File: src/rtl/grant_sequencer_if.sv
// Handshake bundle between the grant sequencer, its request sources and the
// external priority arbiter that turns req_vec into a one-hot gnt.
interface grant_sequencer_if;
  logic [7:0] req_set;
  logic [7:0] req_vec;
  logic [7:0] gnt;
  logic       grant_valid;
  logic [2:0] grant_id;
  logic       done;
  logic       err;
  logic [7:0] served_cnt;

  modport slave (
    input  req_set,
    input  gnt,
    output req_vec,
    output grant_valid,
    output grant_id,
    output done,
    output err,
    output served_cnt
  );

  modport master (
    output req_set,
    output gnt,
    input  req_vec,
    input  grant_valid,
    input  grant_id,
    input  done,
    input  err,
    input  served_cnt
  );
endinterface

File: src/rtl/grant_sequencer.sv
// Accumulates per-client requests, accepts one arbiter grant at a time and
// serves the granted client for HOLD cycles followed by a one-cycle done.
module grant_sequencer #(
  parameter int unsigned HOLD = 4
) (
  input  logic              clk,
  input  logic              rst_n,
  grant_sequencer_if.slave  bus
);

  typedef enum logic [1:0] {
    IDLE  = 2'd0,
    SERVE = 2'd1,
    DONE  = 2'd2
  } state_t;

  localparam logic [3:0] HOLD_LAST = 4'(HOLD - 1);

  state_t     state_reg, state_next;
  logic [7:0] pending_reg, pending_next;
  logic [3:0] count_reg, count_next;
  logic [2:0] grant_id_reg, grant_id_next;
  logic [7:0] served_reg, served_next;
  logic [7:0] clr;
  logic       err_flag;

  logic       gnt_onehot;
  logic       gnt_covered;
  logic [2:0] gnt_enc;

  // Bit b of the binary index is the OR of every grant line whose index has bit b set.
  function automatic logic [7:0] enc_mask(input int b);
    logic [7:0] m;
    m = '0;
    for (int j = 0; j < 8; j++) begin
      m[j] = ((j >> b) & 1) == 1;
    end
    return m;
  endfunction

  genvar gi;
  generate
    for (gi = 0; gi < 3; gi++) begin : g_enc
      assign gnt_enc[gi] = |(bus.gnt & enc_mask(gi));
    end
    // A fresh request on a bit wins over the clear issued in the same cycle.
    for (gi = 0; gi < 8; gi++) begin : g_pending
      assign pending_next[gi] = bus.req_set[gi] | (pending_reg[gi] & ~clr[gi]);
    end
  endgenerate

  assign gnt_onehot  = (bus.gnt != 8'd0) && ((bus.gnt & (bus.gnt - 8'd1)) == 8'd0);
  assign gnt_covered = (bus.gnt & ~pending_reg) == 8'd0;

  always_comb begin
    state_next    = state_reg;
    count_next    = count_reg;
    grant_id_next = grant_id_reg;
    served_next   = served_reg;
    clr           = '0;
    err_flag      = 1'b0;
    case (state_reg)
      IDLE: begin
        if (pending_reg != 8'd0) begin
          if (gnt_onehot && gnt_covered) begin
            grant_id_next = gnt_enc;
            clr           = bus.gnt;
            count_next    = HOLD_LAST;
            state_next    = SERVE;
          end else begin
            err_flag = 1'b1;
          end
        end
      end
      SERVE: begin
        if (count_reg == 4'd0) begin
          served_next = served_reg + 8'd1;
          state_next  = DONE;
        end else begin
          count_next = count_reg - 4'd1;
        end
      end
      DONE: begin
        state_next = IDLE;
      end
      default: begin
        state_next = IDLE;
      end
    endcase
  end

  always_ff @(posedge clk or negedge rst_n) begin
    if (!rst_n) begin
      state_reg    <= IDLE;
      pending_reg  <= '0;
      count_reg    <= '0;
      grant_id_reg <= '0;
      served_reg   <= '0;
    end else begin
      state_reg    <= state_next;
      pending_reg  <= pending_next;
      count_reg    <= count_next;
      grant_id_reg <= grant_id_next;
      served_reg   <= served_next;
    end
  end

  // served_cnt steps on entry to DONE so it is already current while done is high.
  assign bus.req_vec     = pending_reg;
  assign bus.grant_valid = (state_reg == SERVE);
  assign bus.grant_id    = grant_id_reg;
  assign bus.done        = (state_reg == DONE);
  assign bus.err         = err_flag;
  assign bus.served_cnt  = served_reg;

  err_done_exclusive: assert property (@(posedge clk) disable iff (!rst_n)
    !(bus.err && bus.done));

  grant_id_stable: assert property (@(posedge clk) disable iff (!rst_n)
    (bus.grant_valid && $past(bus.grant_valid)) |-> $stable(bus.grant_id));

endmodule

File: src/flat_wrapper.sv
// flat-port wrapper written by rule: the top's interface ports become plain ports
module grant_sequencer_flat 
#(
  parameter int unsigned HOLD = 4
)
  (clk, rst_n, bus_req_set, bus_gnt, bus_req_vec, bus_grant_valid, bus_grant_id, bus_done, bus_err, bus_served_cnt);
  grant_sequencer_if bus_i ();
  input  logic clk;
  input  logic rst_n;
  input wire logic [$bits(bus_i.req_set)-1:0] bus_req_set;
  input wire logic [$bits(bus_i.gnt)-1:0] bus_gnt;
  output wire logic [$bits(bus_i.req_vec)-1:0] bus_req_vec;
  output wire logic [$bits(bus_i.grant_valid)-1:0] bus_grant_valid;
  output wire logic [$bits(bus_i.grant_id)-1:0] bus_grant_id;
  output wire logic [$bits(bus_i.done)-1:0] bus_done;
  output wire logic [$bits(bus_i.err)-1:0] bus_err;
  output wire logic [$bits(bus_i.served_cnt)-1:0] bus_served_cnt;
  assign bus_i.req_set = bus_req_set;
  assign bus_i.gnt = bus_gnt;
  assign bus_req_vec = bus_i.req_vec;
  assign bus_grant_valid = bus_i.grant_valid;
  assign bus_grant_id = bus_i.grant_id;
  assign bus_done = bus_i.done;
  assign bus_err = bus_i.err;
  assign bus_served_cnt = bus_i.served_cnt;
  grant_sequencer #(.HOLD(HOLD)) u_core (.clk(clk), .rst_n(rst_n), .bus(bus_i));
endmodule
File: config.mk
export PLATFORM = sky130hd
export DESIGN_NAME = grant_sequencer_flat
export DESIGN_NICKNAME = d
export VERILOG_FILES = /design/src/rtl/grant_sequencer_if.sv /design/src/rtl/grant_sequencer.sv /design/src/flat_wrapper.sv
export SDC_FILE = /design/constraint.sdc
export NUM_CORES = 1
export LEC_CHECK = 0
export BUFFER_PORTS_ARGS = -buffer_cell sky130_fd_sc_hd__buf_4
export CAP_MARGIN = 20
export CORE_MARGIN = 2
export CORE_UTILIZATION = 50
export DETAILED_ROUTE_END_ITERATION = 12
export GPL_ROUTABILITY_DRIVEN = 0
export PLACE_DENSITY = 0.83
export REMOVE_ABC_BUFFERS = 1
export SLEW_MARGIN = 20
export SYNTH_ARGS = -nofsm -noshare
export SYNTH_HDL_FRONTEND = slang
export SYNTH_SLANG_ARGS = --single-unit
File: constraint.sdc
create_clock -name clk -period 2.3 [get_ports clk]
set_clock_uncertainty 0.05 [all_clocks]
set_input_delay 0.23 -clock clk [delete_from_list [all_inputs] [get_ports clk]]
set_output_delay 0.23 -clock clk [all_outputs]
set_load 0.01 [all_outputs]
Yosys cells after proc, flatten, opt, wreduce, memory -nomap -nowiden
Index checks and enable logic that the tools add are counted.

word-level totals
  input bits = 18
  bits in registers = 25

cells by class
  bitwise logic cells = 27
  equal/unequal tests = 6
  multiplexer cells = 14
  reduce and logical (&&, ||, !) cells = 16
  add/sub/neg operators = 3

operator list
  kind                                               number
  2-to-1 mux 8 bit                                   3
  bitwise AND 8 bit                                  2
  logical NOT 8 bit                                  2
  nonzero test 8 bit                                 2
  2-to-1 mux 4 bit                                   3
  OR reduction 4 bit                                 3
  adder 8 x 1 -> 8 bit (second input constant)       1
  bitwise AND 1 bit                                  8
  inverter 1 bit                                     8
  inverter 8 bit                                     1
  bitwise OR 1 bit                                   8
  case mux 4 bit (2 select lines)                    1
  subtractor 8 x 1 -> 8 bit (second input constant)  1
  2-to-1 mux 2 bit                                   3
  != test 2 x 1 -> 1 bit (second input constant)     3
  AND reduction 3 bit                                2
  logical NOT 4 bit                                  1
  case mux 2 bit (2 select lines)                    1
  AND reduction 4 bit                                1
  subtractor 4 x 1 -> 4 bit (second input constant)  1
  2-to-1 mux 1 bit                                   3
  == test 2 x 1 -> 1 bit (second input constant)     1
  == test 2 bit (second input constant)              1
  logical AND 1 bit                                  2
  4 further kinds                                    4

Longest topological paths before layout
Gate-level depths: netlist of run 1.

  depth after elaboration = 11
  gate-level depth with buffers = 8
  gate-level depth less buffers = 7

Worst setup path before layout of run 1
OpenSTA, ideal clock, no wires.

  path kind = register to register
  from = register u_core.pending_reg[3] (netlist: u_core.bus.req_vec[3])
  to = register u_core.grant_id_reg[1] (netlist: u_core.bus.grant_id[1])
  stages on the path, launching flop included = 7
  arrival time = 1.885 ns
  path buffers = 1
  path slack = 0.240 ns
  required time = 2.125 ns
  cell sequence = dfrtp_1 -> or4b_1 -> o211ai_2 -> and2b_1 -> nor3b_2 -> buf_6 -> mux2_4

between the ends
  word-level cells in the longest chain between the ends = 5

ends and longest elaborated chain
  what                               RTL line                RTL
  from (decl)                        grant_sequencer.sv:20   logic [7:0] pending_reg, pending_next;
  from (signal assigned)             grant_sequencer.sv:101  pending_reg <= pending_next;
  inverter 8 bit                     grant_sequencer.sv:53   assign gnt_covered = (bus.gnt & ~pending_reg) == 8'd0;
  bitwise AND 8 bit                  grant_sequencer.sv:53
  logical NOT 8 bit                  grant_sequencer.sv:53
  logical AND 1 bit                  grant_sequencer.sv:65   if (gnt_onehot && gnt_covered) begin
  AND reduction 3 bit (no line) (*)  --
  to (signal assigned)               grant_sequencer.sv:103  grant_id_reg <= grant_id_next;
  to (decl)                          grant_sequencer.sv:22   logic [2:0] grant_id_reg, grant_id_next;

Every way passes the cells marked *; elsewhere a longest branch is shown, timed or not.
A chain may end at the register's enable or synchronous reset.

Worst setup path in the final report of run 1
  from = register u_core.pending_reg[3] (netlist: u_core.bus.req_vec[3])
  to = register u_core.grant_id_reg[0] (netlist: u_core.bus.grant_id[0])

Same word-level chain as after synthesis.

==> flow_summary.toml, run 1 <==
[final_layout]
fin_nets = 191
post_route_cells_drive_above_1_share = 0.3294
antenna-diode-count = 0
num-fill-cells = 201
flow.area_growth_from_synthesis_pct = 28.17

[synth]
synth.yosys.seq_area_share = 0.4840
synth_simple_gate_area_frac = 0.2314
total_of_flip_flops_plus_latches_after_synthesis = 25
synth_top_family_by_area = "simple AND/OR/NAND/NOR gates"
synthMuxAreaShare = 0.04550
synth.cell_area_um2 = 1292
synth_compound_area_frac = 0.09971
synth_cells = 127
post_synth_xor_area_fraction = 0.06776
synthDistinctLibCells = 42
post_synthesis_area_per_instance_um2 = 10.18
ys_warn_count = 0
synth_fa_ha_area_frac = 0.01936

[setup_path]
timing.critical_path.from_type = "register"
critical_path.max_stage_delay_ns = 0.46
required_ns = 2.45
cpLargestDelayFamily = "simple AND/OR/NAND/NOR gates"
timing.setup.critical_path_class = "register to register"
worst-endpoint-arrival_ns = 2.35
worstPathBufferInverterCount = 0
crit_chain = "or4b_1 > o211ai_2 > and2b_1 > nor3b_2 > mux2_2"
worst-path-max-fanout = 5
endpoint_kind = "register"
critical_path_cell_with_the_highest_stage_delay = "or4b_1"

[die]
initial_core_util = 0.5265
placeableCoreArea_um2 = 2455
chipWidth_um = 54.84
fp.dieH_um = 54.84
rows = 18
dieArea_um2 = 3007
ioPinCount = 40

[sta]
setup-violations-final = 0
hold_violations = 0
hold_slack_ns = 0.03331
worst_slew_pin_slew_ns = 0.4255
timing.setup.tns_ns = 0
finalWorstPathRequiredPeriod_ns = 2.192
final.period_utilization = 0.9530
rsz_0062_raised_after_global_routing = "false"
max_slew_margin = 0.7137
highest_clock_rate_mhz = 456.2
final_max_slew_viol_count = 0

[clocking]
worst_skew_pair.late_latency_ns = 0.31
cts_tree = "yes"
cts.htree.levels = 1
cts_hold_buf = 1
clkSlewWorstSetupHoldPaths_ns = 0.14
clock-root-buffer = "clkbuf_4"
postcts_setup_bufs = 0
cts_inserted_buffers = 3
post_cts.resized_instances = 0
clock_path_buffers = 2
cts.sinks = 25

[route]
detailedRoute.firstIterationViolations = 17
vias_per_cell = 5.480
remaining_drc_errors = 0
top_layer_used = "met4"
via_count = 1096
met2WireLength_um = 1282
wire_length_on_met1_um = 1276
drt.antenna.violating_nets = 0
met3_length_um = 163
wl_um = 2755
count_of_tritonroute_iterations_in_the_first_routing_pass = 4
wl_per_cell_um = 13.78

[pwr]
ir_worst_vdd_uv = 503.2
power.leakage_nw = 0.8006
power.density_nw_per_um2 = 694.2
totalPowerFinal_w = 0.001150

[run]
timing.max_cap.violations = 0

[global_routing]
grt_max_degree = 26
overflow = 0
global_route_wire_length_before_repair_um = 4554
antenna_found_initial = 0
vias_in_the_first_global_route = 1015
grt_util_all_layers = 0.2156

[placement]
place.detailed.hpwl_um = 2169
port_buffers = 39

[hold_path]
holdCritPathClass = "primary input to register"

[status]
outcome = "finished, final reports clean"
[Yosys cell counts, drive strengths merged]
| master | count | share of area |
|---|---|---|
| and2 | 1 | 0.0048 |
| a222oi | 1 | 0.0077 |
| mux2i | 1 | 0.0077 |
| o21ai | 1 | 0.0039 |
| or4b | 1 | 0.0077 |
| a21o | 3 | 0.017 |
| dfrtp | 25 | 0.48 |
| nor2b | 1 | 0.0048 |
| xnor2 | 4 | 0.027 |
| xor2 | 6 | 0.041 |
| nand2 | 7 | 0.020 |
| nand2b | 3 | 0.015 |
| or4 | 4 | 0.026 |
| or3b | 2 | 0.014 |
| buf | 1 | 0.0087 |
| inv | 13 | 0.038 |
| a31oi | 4 | 0.019 |
| nand3 | 3 | 0.012 |
| clkbuf | 2 | 0.0058 |
| nor4 | 5 | 0.024 |
| o221a | 1 | 0.0087 |
| ha | 2 | 0.019 |
| nand4 | 3 | 0.015 |
| mux2 | 4 | 0.038 |
| o31a | 1 | 0.0068 |
| o21a | 1 | 0.0058 |
| or2 | 3 | 0.015 |
| o31ai | 1 | 0.0058 |
| nor2 | 11 | 0.034 |
| o211ai | 1 | 0.0097 |
| and3 | 2 | 0.0097 |
| nor3 | 4 | 0.015 |
| a211o | 1 | 0.0068 |
| and2b | 1 | 0.0058 |
| nor3b | 1 | 0.0097 |
| a21oi | 2 | 0.0077 |
[worst register-to-register path: cells and delay by family, from the launching register on]
family	cells	cell delay [ns]
flip-flops	1	0.40
multiplexers	1	0.40
AO/OA/AOI/OAI	1	0.18
AND/OR/NAND/NOR	3	1.06
[per-stage QoR]
step | area, µm² | utilization | setup slack [ns] | std cells
floorplan | 1274 | - | 0.06360 | 124
global placement | 1619 | 0.6595 | 0.1298 | 195
detailed placement | 1619 | 0.6595 | 0.04613 | 195
CTS | 1657 | 0.6748 | 0.1004 | 200
global route | 1657 | 0.6748 | 0.01041 | 200
finish | 1657 | 0.6748 | 0.1081 | 200
[power breakdown]
group / internal [W] / switching [W] / leakage (nW)
Combinational: 0.000200 / 0.000172 / 0.494
Clock: 0.0000650 / 0.000126 / 0.0177
Sequential: 0.000521 / 0.0000654 / 0.288
[cell families (layout without fill, tap and decap cells)]
group / Yosys count / count (layout)
xor gates and xnor gates: 10 / 10
DFF: 25 / 25
and+or+nand+nor: 52 / 52
muxes: 5 / 5
AOI/OAI and AO/OA: 17 / 17
buffers and inverters: 16 / 59
adders and majority gates: 2 / 2
[metal layers]
| metal | vias to the layer above | GRT usage |
|---|---|---|
| met5 | - | 0 |
| met4 | 0 | 0.07500 |
| met2 | 36 | 0.3413 |
| li1 | 532 | - |
| met3 | 4 | 0.04372 |
| met1 | 524 | 0.2920 |
[cell usage in the layout (no fill, tap or decap), types with 2 or more instances in the layout]
| master | count |
|---|---|
| buf_4 | 41 |
| dfrtp_1 | 25 |
| inv_1 | 13 |
| nor2_1 | 10 |
| nand2_1 | 7 |
| xor2_1 | 6 |
| nor4_1 | 5 |
| nor3_1 | 4 |
| xnor2_1 | 4 |
| a31oi_1 | 4 |
| nand2b_1 | 3 |
| nand3_1 | 3 |
| a21o_1 | 3 |
| nand4_1 | 3 |
| mux2_2 | 3 |
| or4_1 | 3 |
| clkbuf_4 | 3 |
| a21oi_1 | 2 |
| and3_1 | 2 |
| ha_1 | 2 |
[worst paths after layout]
check                                         start                        to  slack [ns]  cells after the start
max reg2reg                   u_core.bus.req_vec[3]    u_core.bus.grant_id[0]        0.11                      5
min                                  bus_req_set[7]     u_core.bus.req_vec[7]        0.03                      2
min in group asynchronous                     rst_n       u_core.state_reg[0]        0.29                      2
max in group asynchronous                     rst_n       u_core.count_reg[3]        1.67                      2
min reg2reg                u_core.bus.served_cnt[7]  u_core.bus.served_cnt[7]        0.44                      1
max                           u_core.bus.req_vec[3]    u_core.bus.grant_id[0]        0.11                      5
[layout make-up]
cell class | instances | area [µm²] | share of cell area
timing repair buffer | 42 | 317.8 | 0.1918
tap | 30 | 37.54 | 0.02266
sequential | 25 | 625.6 | 0.3776
clock inverter | 1 | 5.005 | 0.003021
multi-input combinational | 86 | 599.3 | 0.3618
inverter | 13 | 48.80 | 0.02946
clock buffer | 3 | 22.52 | 0.01360
No activity file was read; power rests on OpenSTA's default activity.
==> run 2: changes to the inputs <==
--- a/config.mk
+++ b/config.mk
@@ -6,7 +6,7 @@
 export NUM_CORES = 1
 export LEC_CHECK = 0
 export BUFFER_PORTS_ARGS = -buffer_cell sky130_fd_sc_hd__buf_4
-export CAP_MARGIN = 20
+export CAP_MARGIN = 15
 export CORE_MARGIN = 2
 export CORE_UTILIZATION = 50
 export DETAILED_ROUTE_END_ITERATION = 12
==> constraint.sdc (replaced) <==
create_clock -name clk -period 2.3 [get_ports clk]
set_clock_uncertainty 0.05 [all_clocks]
set_input_delay 0.23 -clock clk [delete_from_list [all_inputs] [get_ports clk]]
set_output_delay 0.23 -clock clk [all_outputs]
set_load 0.1 [all_outputs]
==> run 2 against run 1 <==
Fmax shrank 1.2%. Critical path type is now primary input to primary output. Largest cell class unchanged. First-iteration DRC count grew 18%. Register-to-register slack is essentially flat. Highest routed layer unchanged.
==> flow_summary.toml, run 2 (synthesized netlist as in run 1, its figures left out) <==
[status]
outcome = "finished, final reports clean"

[clocking]
clock-root-buffer = "clkbuf_4"
cts_tree = "yes"
clkSlewWorstSetupHoldPaths_ns = 0.12
cts.sinks = 25
cts.htree.levels = 1
worst_skew_pair.late_latency_ns = 0.30
postcts_setup_bufs = 0
clock_path_buffers = 2
cts_inserted_buffers = 3

[sta]
final_max_slew_viol_count = 0
hold_violations = 0
final.period_utilization = 0.9645
finalWorstPathRequiredPeriod_ns = 2.218
max_slew_margin = 0.7263
highest_clock_rate_mhz = 450.8
worst_slew_pin_slew_ns = 0.4069
rsz_0062_raised_after_global_routing = "false"
setup-violations-final = 0

[setup_path]
worst-endpoint-arrival_ns = 1.94
crit-reg2reg-launch = "u_core.bus.req_vec[3]"
required_ns = 2.02
timing.critical_path.from_type = "primary input"
worst-path-max-fanout = 6
regToRegSetupSlack_ns = 0.12
rr_endpoint = "u_core.bus.grant_id[0]"
critical_path.startpoint = "bus_gnt[1]"
crit_path_end = "bus_err"
endpoint_kind = "primary output"
timing.setup.critical_path_class = "primary input to primary output"
r2r_cells = 6

[die]
placeableCoreArea_um2 = 2455
fp.dieH_um = 54.84
dieArea_um2 = 3007
ioPinCount = 40
chipWidth_um = 54.84
initial_core_util = 0.5265
rows = 18

[global_routing]
grt_max_degree = 26
antenna_found_initial = 0
global_route_wire_length_before_repair_um = 4471
grt_util_all_layers = 0.2071
vias_in_the_first_global_route = 1050
overflow = 0

[route]
drt.antenna.violating_nets = 0
detailedRoute.firstIterationViolations = 20
via_count = 1099
wl_per_cell_um = 13.66
count_of_tritonroute_iterations_in_the_first_routing_pass = 4
wl_um = 2719
remaining_drc_errors = 0
vias_per_cell = 5.523

[final_layout]
flow.area_growth_from_synthesis_pct = 27.49
antenna-diode-count = 0
fin_nets = 190
final_core_utilization = 0.6713
num-fill-cells = 199
final_cell_mix = "buf_4 (40), dfrtp_1 (25), inv_1 (13)"
layout.cells.most_common = "buf_4"
postLayoutCellArea_um2 = 1648
post_route_cells_drive_above_1_share = 0.3195

[pwr]
power.density_nw_per_um2 = 922.8
power.leakage_nw = 0.7925
ir_worst_vdd_uv = 918.9

[placement]
port_buffers = 39
place.detailed.hpwl_um = 2169
detailed_place.area_um2 = 1612

[run]
timing.max_cap.violations = 0

[hold_path]
holdCritPathClass = "primary input to register"
hold_path_startpoint = "bus_req_set[7]"
run 2: critical path: stages:
cell and delay [ns]:
buf_4 0.13, or4_4 0.57, nor2_2 0.15, mux2i_1 0.29
nor2_1 0.09, a21oi_1 0.16, buf_4 0.31
run 2: cell type report:
cell class              count  area, µm²  area share
repair buffers             41      310.3      0.1883
clock buffers               4      26.28     0.01595
multi-input cells          86      599.3      0.3637
inverters                  13      48.80     0.02961
flip-flops and latches     25      625.6      0.3797
well taps                  30      37.54     0.02278
run 2: through the flow:
step | cells | power [W] | hold WS [ns] | TNS [ns] | setup WS [ns]
floorplan | 124 | 0.001165 | -0.1156 | -4.864 | -0.8704
global placement | 194 | 0.001327 | 0.09849 | 0 | 0.1537
detailed placement | 194 | 0.001353 | 0.1004 | 0 | 0.07840
CTS | 199 | 0.001540 | 0.04345 | 0 | 0.09232
global route | 199 | 0.001610 | 0.03345 | 0 | 0.006716
finish | 199 | 0.001521 | 0.05438 | 0 | 0.08165
run 2: report_power, final:
part           internal [W]  total [W]  leakage (nW)  switching, W
combinational      0.000205   0.000754         0.489      0.000550
clock             0.0000674   0.000182        0.0150      0.000115
sequential         0.000521   0.000584         0.288     0.0000632
total              0.000793    0.00152         0.793      0.000727
run 2: worst min-delay path by stage:
stage                                   endpoint  depth (start not counted)  slack, ns
after floorplan           u_core.bus.grant_id[0]                          0      -0.12
after global placement    u_core.bus.grant_id[1]                          1        0.1
after detailed placement  u_core.bus.grant_id[1]                          1       0.10
after CTS                  u_core.bus.req_vec[7]                          2       0.04
after global routing       u_core.bus.req_vec[7]                          2       0.03
final                      u_core.bus.req_vec[7]                          2       0.05
run 2: repair_timing:
action / in CTS / in global routing
setup endpoints to repair: 0 / 1
hold buffers: 1 / 0
hold endpoints to repair: 25 / 0
gates resized for setup: 0 / 0
run 2: per-layer routing:
metal	share of wire	wire length (µm)	vias up	track usage
met1	0.42	1154	532	0.2609
met2	0.51	1374	38	0.3611
li1	-	-	527	-
met5	0	0	-	0
met4	0.0055	15	0	0.04583
met3	0.064	174	2	0.04372
==> run 3: changes to the inputs <==
--- a/config.mk
+++ b/config.mk
@@ -7,6 +7,7 @@
 export LEC_CHECK = 0
 export BUFFER_PORTS_ARGS = -buffer_cell sky130_fd_sc_hd__buf_4
 export CAP_MARGIN = 15
+export CORE_ASPECT_RATIO = 1.4
 export CORE_MARGIN = 2
 export CORE_UTILIZATION = 50
 export DETAILED_ROUTE_END_ITERATION = 12
==> constraint.sdc (replaced) <==
create_clock -name clk -period 2.3 [get_ports clk]
set_clock_uncertainty 0.05 [all_clocks]
set_input_delay 0.23 -clock clk [delete_from_list [all_inputs] [get_ports clk]]
set_output_delay 0.23 -clock clk [all_outputs]
set_load 0.01 [all_outputs]
==> run 3 against run 2 <==
Combinational power down 51%. Sequential cell count unchanged. Sequential power up 1%. Die area up 0.20%. Clock-buffer cell count down 1. Clock power up 7%. First-iteration DRC count up 65%. Fmax up 2.2%. Register-to-register slack about the same. Cell count up 2.5%. Final area up 0.99%. Critical path type is now register to register. Critical endpoint is now u_core.bus.grant_id[2]. Largest cell class unchanged. Largest power group is now sequential cells.
==> flow_summary.toml, run 3 (synthesized netlist as in run 1, its figures left out) <==
[global_routing]
vias_in_the_first_global_route = 1068
antenna_found_initial = 0
grt_max_degree = 26
global_route_wire_length_before_repair_um = 4505
overflow = 0
grt_util_all_layers = 0.2027

[setup_path]
cpLargestDelayFamily = "simple AND/OR/NAND/NOR gates"
timing.critical_path.from_type = "register"
regToRegSetupSlack_ns = 0.13
critical_path_cell_with_the_highest_stage_delay = "or4b_1"
worst-path-max-fanout = 5
endpoint_kind = "register"
worstPathBufferInverterCount = 0
worst-endpoint-arrival_ns = 2.33
critical_path.max_stage_delay_ns = 0.46
crit_chain = "or4b_1 > o211ai_2 > and2b_1 > nor3b_2 > mux2_2"
timing.setup.critical_path_class = "register to register"
required_ns = 2.46

[die]
fp.dieH_um = 64.16
initial_core_util = 0.5347
ioPinCount = 40
rows = 21
placeableCoreArea_um2 = 2417
dieArea_um2 = 3013
chipWidth_um = 46.97

[pwr]
totalPowerFinal_w = 0.001160
power.density_nw_per_um2 = 697.0
ir_worst_vdd_uv = 477.3
power.leakage_nw = 0.7968

[run]
timing.max_cap.violations = 0

[clocking]
post_cts.resized_instances = 0
worst_skew_pair.late_latency_ns = 0.32
clkSlewWorstSetupHoldPaths_ns = 0.14
cts.htree.levels = 1
cts_tree = "yes"
clock-root-buffer = "clkbuf_4"
clock_path_buffers = 2
cts_inserted_buffers = 3
cts.sinks = 25

[status]
outcome = "finished, final reports clean"

[sta]
timing.setup.tns_ns = 0
highest_clock_rate_mhz = 460.7
final_max_slew_viol_count = 0
finalWorstPathRequiredPeriod_ns = 2.171
final.period_utilization = 0.9438
hold_violations = 0
worst_slew_pin_slew_ns = 0.4186
setup-violations-final = 0
max_slew_margin = 0.7184
post-route-worst-setup-slack_ns = 0.1292
rsz_0062_raised_after_global_routing = "false"

[route]
via_count = 1096
vias_per_cell = 5.373
remaining_drc_errors = 0
count_of_tritonroute_iterations_in_the_first_routing_pass = 4
detailedRoute.firstIterationViolations = 33
wl_per_cell_um = 14.01
drt.antenna.violating_nets = 0
wl_um = 2858

[placement]
port_buffers = 39
place.detailed.hpwl_um = 2286
detailed_place.area_um2 = 1624
worst_case_setup_slack_after_placement_ns = 0.09665

[final_layout]
postLayoutCellArea_um2 = 1664
post_route_cells_drive_above_1_share = 0.3294
final_core_utilization = 0.6884
flow.area_growth_from_synthesis_pct = 28.75
antenna-diode-count = 0
fin_nets = 191
final_cell_mix = "buf_4 (41), dfrtp_1 (25), inv_1 (13)"
layout.cells.most_common = "buf_4"
num-fill-cells = 204

[hold_path]
holdCritPathClass = "primary input to register"
run 3: per-layer routing:
layer  vias up  share of wire  GRT usage  wire length [µm]
met4         0          0.027    0.09722                76
met3         8          0.040    0.02260               114
met2        38           0.54     0.3373              1548
met1       520           0.39     0.2481              1119
li1        530              -          -                 -
met5         -              0          0                 0
run 3: repair_timing:
item	4_1_cts	5_1_grt
hold buffers	1	0
hold endpoints to repair	25	0
buffers inserted	0	0
setup endpoints to repair	0	0
run 3: final cells by class:
class,count,area (µm²),area share
Inverter,13,48.80,0.02932
Tap cell,34,42.54,0.02556
Clock inverter,1,7.507,0.004511
Timing Repair Buffer,42,317.8,0.1910
Clock buffer,3,22.52,0.01353
Sequential cell,25,625.6,0.3759
Multi-Input combinational cell,86,599.3,0.3601
run 3: worst register-to-register path, cell delays in order (launching register included):
cell and delay (ns):
dfrtp_1 0.41, or4b_1 0.46, o211ai_2 0.16, and2b_1 0.20
nor3b_2 0.39, mux2_2 0.39
run 3: final timing paths:
check | depth (start not counted) | start | endpoint
worst min register to register | 1 | u_core.bus.served_cnt[7] | u_core.bus.served_cnt[7]
worst min-delay path | 2 | bus_req_set[6] | u_core.bus.req_vec[6]
worst max-delay path | 5 | u_core.bus.req_vec[3] | u_core.bus.grant_id[2]
max in group asynchronous | 2 | rst_n | u_core.bus.grant_id[1]
worst max register to register | 5 | u_core.bus.req_vec[3] | u_core.bus.grant_id[2]
min in group asynchronous | 2 | rst_n | u_core.count_reg[2]
run 3: stage by stage:
step	cells	hold slack [ns]
2_1_floorplan	124	-0.1156
3_3_place_gp	199	0.09291
3_5_place_dp	199	0.09894
4_1_cts	204	0.01456
5_1_grt	204	0.008881
6_report	204	0.03065
run 3: power breakdown:
part,internal [W],total [W],switching (W)
clock network,0.0000663,0.000195,0.000129
logic,0.000200,0.000373,0.000173
registers,0.000521,0.000592,0.0000703
total,0.000788,0.00116,0.000372
